**src/rtl/nack_crc8_appender.sv**
```systemverilog
// rtl/nack_crc8_appender.sv - 16-bit stream stage that forwards a packet and appends a CRC8 trailer word
//
// ipbase_crc8_w16 : one-word CRC8 step (poly x^8+x^4+x^3+x^2+1, MSB first)
//   din  in  16  data word, bit 15 processed first
//   cyc  in   8  running remainder
//   dout out  8  next remainder
//
// nack_crc8_appender : packet pass-through with CRC8 trailer
//   clk      in   1  clock
//   rst      in   1  synchronous reset, active-high
//   s_valid  in   1  input word valid
//   s_ready  out  1  input word accepted when s_valid & s_ready
//   s_data   in  16  input word
//   s_last   in   1  final data word of the packet
//   m_valid  out  1  output word valid
//   m_ready  in   1  downstream accept
//   m_data   out 16  output word (data or trailer)
//   m_last   out  1  high only on the trailer word
//   crc_out  out  8  CRC of the last completed packet
//   err_len  out  1  one-cycle pulse when a packet runs past PKT_MAX words

module ipbase_crc8_w16 (
  input  logic [15:0] din,
  input  logic [7:0]  cyc,
  output logic [7:0]  dout
);

  logic [7:0] rem;
  logic       fb;

  // Bit-serial LFSR unrolled over the 16 data bits, MSB first.
  always_comb begin
    rem = cyc;
    fb  = 1'b0;
    for (int i = 15; i >= 0; i--) begin
      fb  = rem[7] ^ din[i];
      rem = {rem[6:0], 1'b0} ^ (fb ? 8'h1D : 8'h00);
    end
    dout = rem;
  end

endmodule

module nack_crc8_appender #(
  parameter logic [7:0] CRC_INIT  = 8'h00,
  parameter int         TRAIL_POS = 0,
  parameter int         PKT_MAX   = 1024
) (
  input  logic        clk,
  input  logic        rst,
  input  logic        s_valid,
  output logic        s_ready,
  input  logic [15:0] s_data,
  input  logic        s_last,
  output logic        m_valid,
  input  logic        m_ready,
  output logic [15:0] m_data,
  output logic        m_last,
  output logic [7:0]  crc_out,
  output logic        err_len
);

  localparam int CW = $clog2(PKT_MAX + 1);
  localparam logic [CW-1:0] CNT_MAX = CW'(PKT_MAX);

  localparam logic [0:0] S_DATA  = 1'b0;
  localparam logic [0:0] S_TRAIL = 1'b1;

  logic [0:0]    state;
  logic [7:0]    remainder;
  logic [7:0]    crc_hold;
  logic [CW-1:0] word_cnt;
  logic [7:0]    crc_next;
  logic [15:0]   trailer;
  logic          out_free;
  logic          accept;

  ipbase_crc8_w16 u_crc_step (
    .din  (s_data),
    .cyc  (remainder),
    .dout (crc_next)
  );

  // The output register can take a new word when it is empty or being drained.
  assign out_free = !m_valid || m_ready;
  assign s_ready  = (state == S_DATA) && out_free;
  assign accept   = s_valid && s_ready;

  assign trailer = (TRAIL_POS == 0) ? {crc_hold, 8'h00} : {8'h00, crc_hold};

  always_ff @(posedge clk) begin
    if (rst) begin
      state     <= S_DATA;
      remainder <= CRC_INIT;
      crc_hold  <= 8'h00;
      word_cnt  <= '0;
      m_valid   <= 1'b0;
      m_data    <= 16'h0000;
      m_last    <= 1'b0;
      crc_out   <= 8'h00;
      err_len   <= 1'b0;
    end else begin
      err_len <= 1'b0;
      case (state)
        S_DATA: begin
          if (accept) begin
            m_valid   <= 1'b1;
            m_data    <= s_data;
            m_last    <= 1'b0;
            remainder <= crc_next;
            // A word arriving with the count already at PKT_MAX makes the
            // packet too long; it is still forwarded and folded into the CRC.
            if (word_cnt == CNT_MAX) begin
              err_len <= 1'b1;
            end else begin
              word_cnt <= word_cnt + CW'(1);
            end
            if (s_last) begin
              crc_hold <= crc_next;
              state    <= S_TRAIL;
            end
          end else if (m_ready) begin
            m_valid <= 1'b0;
          end
        end
        S_TRAIL: begin
          if (out_free) begin
            m_valid   <= 1'b1;
            m_data    <= trailer;
            m_last    <= 1'b1;
            crc_out   <= crc_hold;
            remainder <= CRC_INIT;
            word_cnt  <= '0;
            state     <= S_DATA;
          end
        end
        default: begin
          state <= S_DATA;
        end
      endcase
    end
  end

endmodule

```
**config.mk**
```make
export PLATFORM = sky130hd
export DESIGN_NAME = nack_crc8_appender
export DESIGN_NICKNAME = d
export VERILOG_FILES = /design/src/rtl/nack_crc8_appender.sv
export SDC_FILE = /design/constraint.sdc
export NUM_CORES = 1
export LEC_CHECK = 0
export ABC_AREA = 1
export CAP_MARGIN = 0
export CORE_ASPECT_RATIO = 0.6
export CORE_MARGIN = 2
export CORE_UTILIZATION = 35
export CTS_BUF_LIST = sky130_fd_sc_hd__clkbuf_8
export CTS_CLUSTER_SIZE = 8
export DETAILED_ROUTE_END_ITERATION = 8
export PLACE_DENSITY = 0.52
export SLEW_MARGIN = 20
export SYNTH_ARGS = -nofsm -noshare
export SYNTH_HDL_FRONTEND = slang
export SYNTH_SLANG_ARGS = --single-unit
```
**constraint.sdc**
```tcl
create_clock -name clk -period 2.2 [get_ports clk]
set_clock_uncertainty 0.15 [all_clocks]
set_input_delay 0.44 -clock clk [delete_from_list [all_inputs] [get_ports clk]]
set_output_delay 0.44 -clock clk [all_outputs]
set_load 0.02 [all_outputs]
```
==> Yosys cells after proc, flatten, opt, wreduce, memory -nomap -nowiden <==
Index checks and enable logic that the tools add are counted.
{ "totals": {"register_bits": 55, "wordCells": 96, "output_inout_bits": 28, "input_bits": 21} }
{ "classes": {"muxes": 37, "add_sub_neg": 1, "reduce_logical": 10, "eq_ne": 5, "bitwise_logic": 34} }
{ "ops": {"columns": ["cell", "count"], "rows": [
  ["8-bit bitwise XOR", 16],
  ["5-bit two-way mux", 16],
  ["11-bit two-way mux", 3],
  ["16-bit two-way mux", 2],
  ["16-bit case mux with 2 select lines", 1],
  ["11-bit case mux with 2 select lines", 1],
  ["8-bit two-way mux", 2],
  ["8-bit case mux with 2 select lines", 1],
  ["1-bit bitwise XOR", 16],
  ["11-bit by 1-bit adder with 11-bit output (second input constant)", 1],
  ["11-bit == test (second input constant)", 1],
  ["1-bit two-way mux", 8],
  ["1-bit case mux with 2 select lines", 3],
  ["2-bit AND reduction", 3],
  ["3-bit AND reduction", 2],
  ["2-bit != test (second input constant)", 2],
  ["3-bit != test (second input constant)", 1],
  ["3-bit OR reduction", 1],
  ["1-bit logical AND", 2],
  ["2-bit by 1-bit != test with 1-bit output (second input constant)", 1],
  ["1-bit NOT", 2],
  ["1-bit logical NOT", 1],
  ["1-bit logical OR", 1]
]} }

==> Longest topological paths before layout <==
{ "logic_depth": {"word_depth": 50, "depth_mapped": 22, "depth_no_buf": 22} }

==> Hierarchy <==
From an unflattened synthesis, not the netlist that was laid out.
{ "unflattened": {"hier_cells": 576, "hier_area_um2": 3608.5} }
{ "by_module_without_submodules": {"columns": ["module", "seq_area_each_um2", "cells_each", "area_each_um2", "n_inst"], "rows": [
  ["nack_crc8_appender", 1101.1, 320, 2397.3, 1],
  ["ipbase_crc8_w16", 0.0, 256, 1211.2, 1]
]} }

==> Least setup slack after synthesis <==
Ideal clock, no wire load.
{ "synth_timing": {"kind": "input to register", "start": "input m_ready", "end": "register word_cnt[8]", "path_slack_ns": -0.067, "path_stages": 13, "setup_time_ns": 0.119, "required_ns": 1.931, "t_arrival_ns": 1.998, "n_path_buf": 0, "cell_sequence": "nor2_1 nor2_1 nand2_1 inv_1 nand2_1 nand2_1 nand2_1 nor2_1 nand2_1 nor4_2 nand2_1 o21ai_0 a21oi_1"} }
{ "synth_between": {"elab_chain_cells": 5, "word_cells_on_any_way": 6, "cone_classes": "2 x eq/ne; 4 x reduce/logical"} }
{ "synth_lines": {"columns": ["item", "line_no", "source"], "rows": [
  ["start: declaration", "56", "input logic m_ready,"],
  ["1-bit logical OR", "85", "assign out_free = !m_valid || m_ready;"],
  ["1-bit logical AND", "86", "assign s_ready = (state == S_DATA) && out_free;"],
  ["named net s_ready", "52", "output logic s_ready,"],
  ["1-bit logical AND", "87", "assign accept = s_valid && s_ready;"],
  ["2-bit != test (no source line)", null, null],
  ["3-bit AND reduction (no source line)", null, null],
  ["end signal: assignment", "116", "word_cnt <= word_cnt + CW'(1);"],
  ["end: declaration", "72", "logic [CW-1:0] word_cnt;"]
]} }
The timed path passes the listed nets, and every way through them passes these cells.
A chain may end at the register's enable or synchronous reset.

==> Final worst setup path <==
{ "layout_timing": {"start": "input s_data[15]", "end": "register remainder[4]"} }
{ "layout_between": {"elab_chain_cells": 26, "word_cells_on_any_way": 40, "cone_classes": "13 x mux; 27 x bitwise"} }
{ "layout_lines": {"columns": ["item", "line_no", "source"], "rows": [
  ["start: declaration", "53", "input logic [15:0] s_data,"],
  ["1-bit bitwise XOR (*)", "36", "fb = rem[7] ^ din[i];"],
  ["5-bit two-way mux (*)", "37", "rem = {rem[6:0], 1'b0} ^ (fb ? 8'h1D : 8'h00);"],
  ["8-bit bitwise XOR (*) (4 in series)", "37", null],
  ["1-bit bitwise XOR / 8-bit bitwise XOR (equally long branches)", "36, 37", null],
  ["5-bit two-way mux, or another cell as far along", "37", null],
  ["8-bit bitwise XOR (*) (4 in series)", "37", null],
  ["1-bit bitwise XOR / 8-bit bitwise XOR (equally long branches)", "36, 37", null],
  ["5-bit two-way mux, or another cell as far along", "37", null],
  ["8-bit bitwise XOR (*) (5 in series)", "37", null],
  ["1-bit bitwise XOR / 8-bit bitwise XOR (equally long branches)", "36, 37", null],
  ["5-bit two-way mux, or another cell as far along", "37", null],
  ["8-bit bitwise XOR (*) (3 in series)", "37", null],
  ["8-bit two-way mux (*)", "106", "if (accept) begin"],
  ["8-bit case mux with 2 select lines (*)", "104", "case (state)"],
  ["end signal: assignment", "110", "remainder <= crc_next;"],
  ["end: declaration", "70", "logic [7:0] remainder;"]
]} }
Mark *: on every way between the ends. The rest lies on a longest branch, timed or not. The select of a mux whose other input is x is not followed.

==> metrics.md <==
| Metric | Value |
|---|---|
| Status | finished, violations left |
| Failing checks | negative setup slack |
| Clk sinks | 55 |
| CP Max Fanout | 4 |
| Critical path launch point type | input port |
| Initial antenna violation count | 0 |
| Reg-to-Reg Start | remainder[7] |
| Worst path max stage delay | between 200 and 250 ps |
| Ports | 49 |
| Total negative slack | -637 ps |
| Clk_lat worst skew | 340 ps |
| Clk buf depth | 2 |
| Reg-to-reg slack, setup | -90 ps |
| Syn Std Cell Area | 0.00325 mm^2 |
| CP required | 2320 ps |
| Synth cell types | 33 |
| Drt pass-1 iters | 4 |
| YS warnings | 0 |
| Initial Util | 0.357 |
| Largest net degree at the start of global routing | 19 |
| Worst path buffer plus inverter count | 4 |
| Sequential area share after synthesis | 0.339 |
| First-pass GRT wire length | 17100 um |
| Post-synthesis cell count | 512 |
| Worst R2R Path Depth | 18 |
| Max Cap Violations | 0 |
| Crit-path cells | clkdlybuf4s15_2 > inv_1 > nand2_1 > nand2_2 > buf_4 > nand3_1 > nand2_4 > buf_12 > xor2_4 > nand2_2 > nand2_4 > nand2_4 > nand2_4 > nand2_4 > nand2_2 > nand2_1 > nand2_2 > nand2_2 > a21oi_2 |
| DRC violations left | 0 |
| Core ar. | 0.00909 mm^2 |
| Critical Path Sink Type | register |
| Net count, final | 654 |
| Crit path from | s_data[15] |
| Flop pwr share | 0.195 |
| Synthesized flop and latch total | 55 |
| Die ar. | 0.0101 mm^2 |
| PortBufs | 48 |
| CTS H-tree lvls | 2 |
| Net Switching | approximately 3.1 mW |
| Comb pwr share | 0.688 |
| Final wirelength | 11400 um |
| Reg clk slew, reported paths | 110 ps |
| RSZ-0062 raised after global routing | yes |
| Total gr overflow | 0 |
| Slowest library cell on the worst path | clkdlybuf4s15_2 |
| Fin. Hold Viols | 0 |
| Peak VDD IR | 0.000785 V |
| Final core utilization | 0.580 |
| Slew HR | 0.832 |
| Filler cells | 858 |
| GPL Wtd Cong | 1.01 |
| Final setup fails | 13 |
| R2R Path End | remainder[4] |
| Clock buffer count from CTS | 5 |
| LEAKAGE | between 2 and 2.5 nW |
| Max Freq | 433 MHz |
| WL/cell | 15.3 um |
| Iter 0 DRT Violations | 194 |
| Final Power | between 6 and 7 mW |
| Worst hold path class | register to register |
| Final period util | 1.05 |
| Worst slack, placed | -804 ps |
| CTS hold repair buffers | 0 |
| DIE HEIGHT | 78.6 um |
| Final WS setup | -111 ps |
| Drt via density | approximately 4.9 |
| Die Wd | about 130 um |
| Pint | 3.23 mW |
| Syn Nets | 535 |
| # rows | 27 |
| Crit path depth | 19 |
| Post-DP HPWL | between 8000 and 9000 um |
| Max-slew violations | 0 |
| PD cells | between 1000 and 1500 mW/mm^2 |
| Tmin final | ~2300 ps |
| Kind of critical path | input port to register |
| CTS Root Cell | clkbuf_8 |
| Number of global-route vias before repair | 3343 |
| Sw frac | 0.492 |
| Remaining antenna violation count after routing | 0 |
| Arrival time at the worst endpoint | 2440 ps |
| Area grow syn2layout | 62.4% |
| # diodes | 0 |
| Layout cells sized above 1 | 0.446 |
| CTS tree | yes |
| Clock Power Share | 0.118 |
| Via Count | roughly 3700 |
| Worst slew pin tran | 251 ps |
| GR Util All Layers | 0.221 |
| Worst setup path end | remainder[4] |
| CP top delay family | simple AND/OR/NAND/NOR gates |
| Syn avg cell area | roughly 6.3 um^2 |
## cell usage in the layout, fill, tap and decap left out, types with 3 or more instances in the layout
cell             instances
xor2_2                   4
nand2_4                 39
o21ai_0                 22
inv_1                   53
dfxtp_1                 47
nand3_2                 19
a211oi_1                 7
nand3_4                  7
buf_6                    4
nor2_2                   4
nand2_2                 77
a21oi_1                 19
clkdlybuf4s50_1         37
dfxtp_4                  6
nor2_1                  17
clkdlybuf4s15_2          4
a31oi_1                  8
o21ai_1                  4
buf_4                   70
a21oi_2                  5
clkbuf_8                 5
xnor2_2                  3
inv_2                   12
nor3_1                   6
nand2_1                 89
nand3_1                 25
dlygate4sd2_1            4
inv_4                    4
## cell type report
cell class / instances / area, um^2 / area share
clock buffers: 5 / 68.8 / 0.0130
repair buffers: 123 / 1060 / 0.200
inverters: 70 / 273 / 0.0517
multi-input cells: 376 / 2560 / 0.485
clock inverters: 3 / 47.5 / 0.00902
well taps: 116 / 145 / 0.0275
flip-flops and latches: 55 / 1130 / 0.214
## per-layer routing
layer / vias up / routed length, um / GRT usage
met5: - / 0 / 0
met4: 0 / 88 / 0.0440
met3: 10 / 699 / 0.0423
met2: 77 / 4720 / 0.306
met1: 1720 / 5920 / 0.349
li1: 1875 / - / -
## cells in the mapped netlist
library cell,count,area [um^2]
buf_2,1,5.00
nor2_4,1,11.3
ha_1,2,25.0
o31ai_1,1,7.51
a21o_1,1,7.51
nor4_2,1,12.5
xor2_2,1,16.3
o21ai_1,2,10.0
a21oi_1,23,115
clkbuf_1,9,33.8
a211oi_1,7,52.6
o21ai_0,26,130
a31oi_1,8,50.1
nand3_2,2,20.0
buf_1,1,3.75
nor3_1,7,35.0
nand3_1,49,245
nor4_1,1,6.26
inv_1,65,244
nand3b_1,2,15.0
nand2_1,171,642
nor2_1,22,82.6
o21ai_2,1,8.76
a21oi_2,1,8.76
dfxtp_1,55,1100
a22oi_1,1,7.51
nand4_1,2,12.5
xnor2_1,4,35.0
inv_2,4,15.0
xor2_1,6,52.6
nand2_4,4,45.0
clkinv_1,1,3.75
nand2_2,30,188
## cells by family after synthesis
family | share of synthesized area
AND/OR/NAND/NOR | 0.405
XOR/XNOR | 0.0320
AO/OA/AOI/OAI | 0.122
buffers and inverters | 0.0940
adder cells (fa/ha/maj) | 0.00770
flip-flops | 0.339
## state kept, by name, indices dropped and copies added (netlist names)
register / flops
crc_hold: 8
remainder: 8
m_data: 16
m_last: 1
err_len: 1
word_cnt: 11
state: 1
m_valid: 1
crc_out: 8
## metrics by stage
stage / cell area (um^2) / cells / hold WS (ps)
after floorplan: 3250 / 512 / 304
after global placement: 4280 / 724 / 281
after detailed placement: 4280 / 724 / 286
after CTS: 4690 / 736 / 311
after global routing: 5270 / 748 / 322
final: 5270 / 748 / 305
## tightest hold or removal path, stage by stage, from the launching register on
cell     delay (ps)
dfxtp_1         330
nand2_1          60
nand2_1          40
## how the worst min path moves through the flow
stage,start,end,cells after the start
2_1_floorplan,crc_hold[0],crc_out[0],2
3_3_place_gp,crc_out[6],crc_out[6],2
3_5_place_dp,crc_out[6],crc_out[6],2
4_1_cts,crc_out[6],crc_out[6],2
5_1_grt,crc_out[6],crc_out[6],2
6_report,crc_out[6],crc_out[6],2
## timing repair
action / 4_1_cts / 5_1_grt
endpoints found under the setup margin: 17 / 20
setup buffers: 4 / 12
resized for setup: 100 / 139
pin swaps: 42 / 70
## power groups by stage
stage / clock network (mW) / logic (mW) / registers (mW)
6_report: 0.749 / 4.38 / 1.24
5_1_grt: 0.797 / 4.69 / 1.25
4_1_cts: 0.754 / 3.28 / 1.22
3_5_place_dp: 0 / 2.84 / 1.23
3_3_place_gp: 0 / 2.80 / 1.23
2_1_floorplan: 0 / 1.81 / 1.23
(Power assumes the default switching activity.)
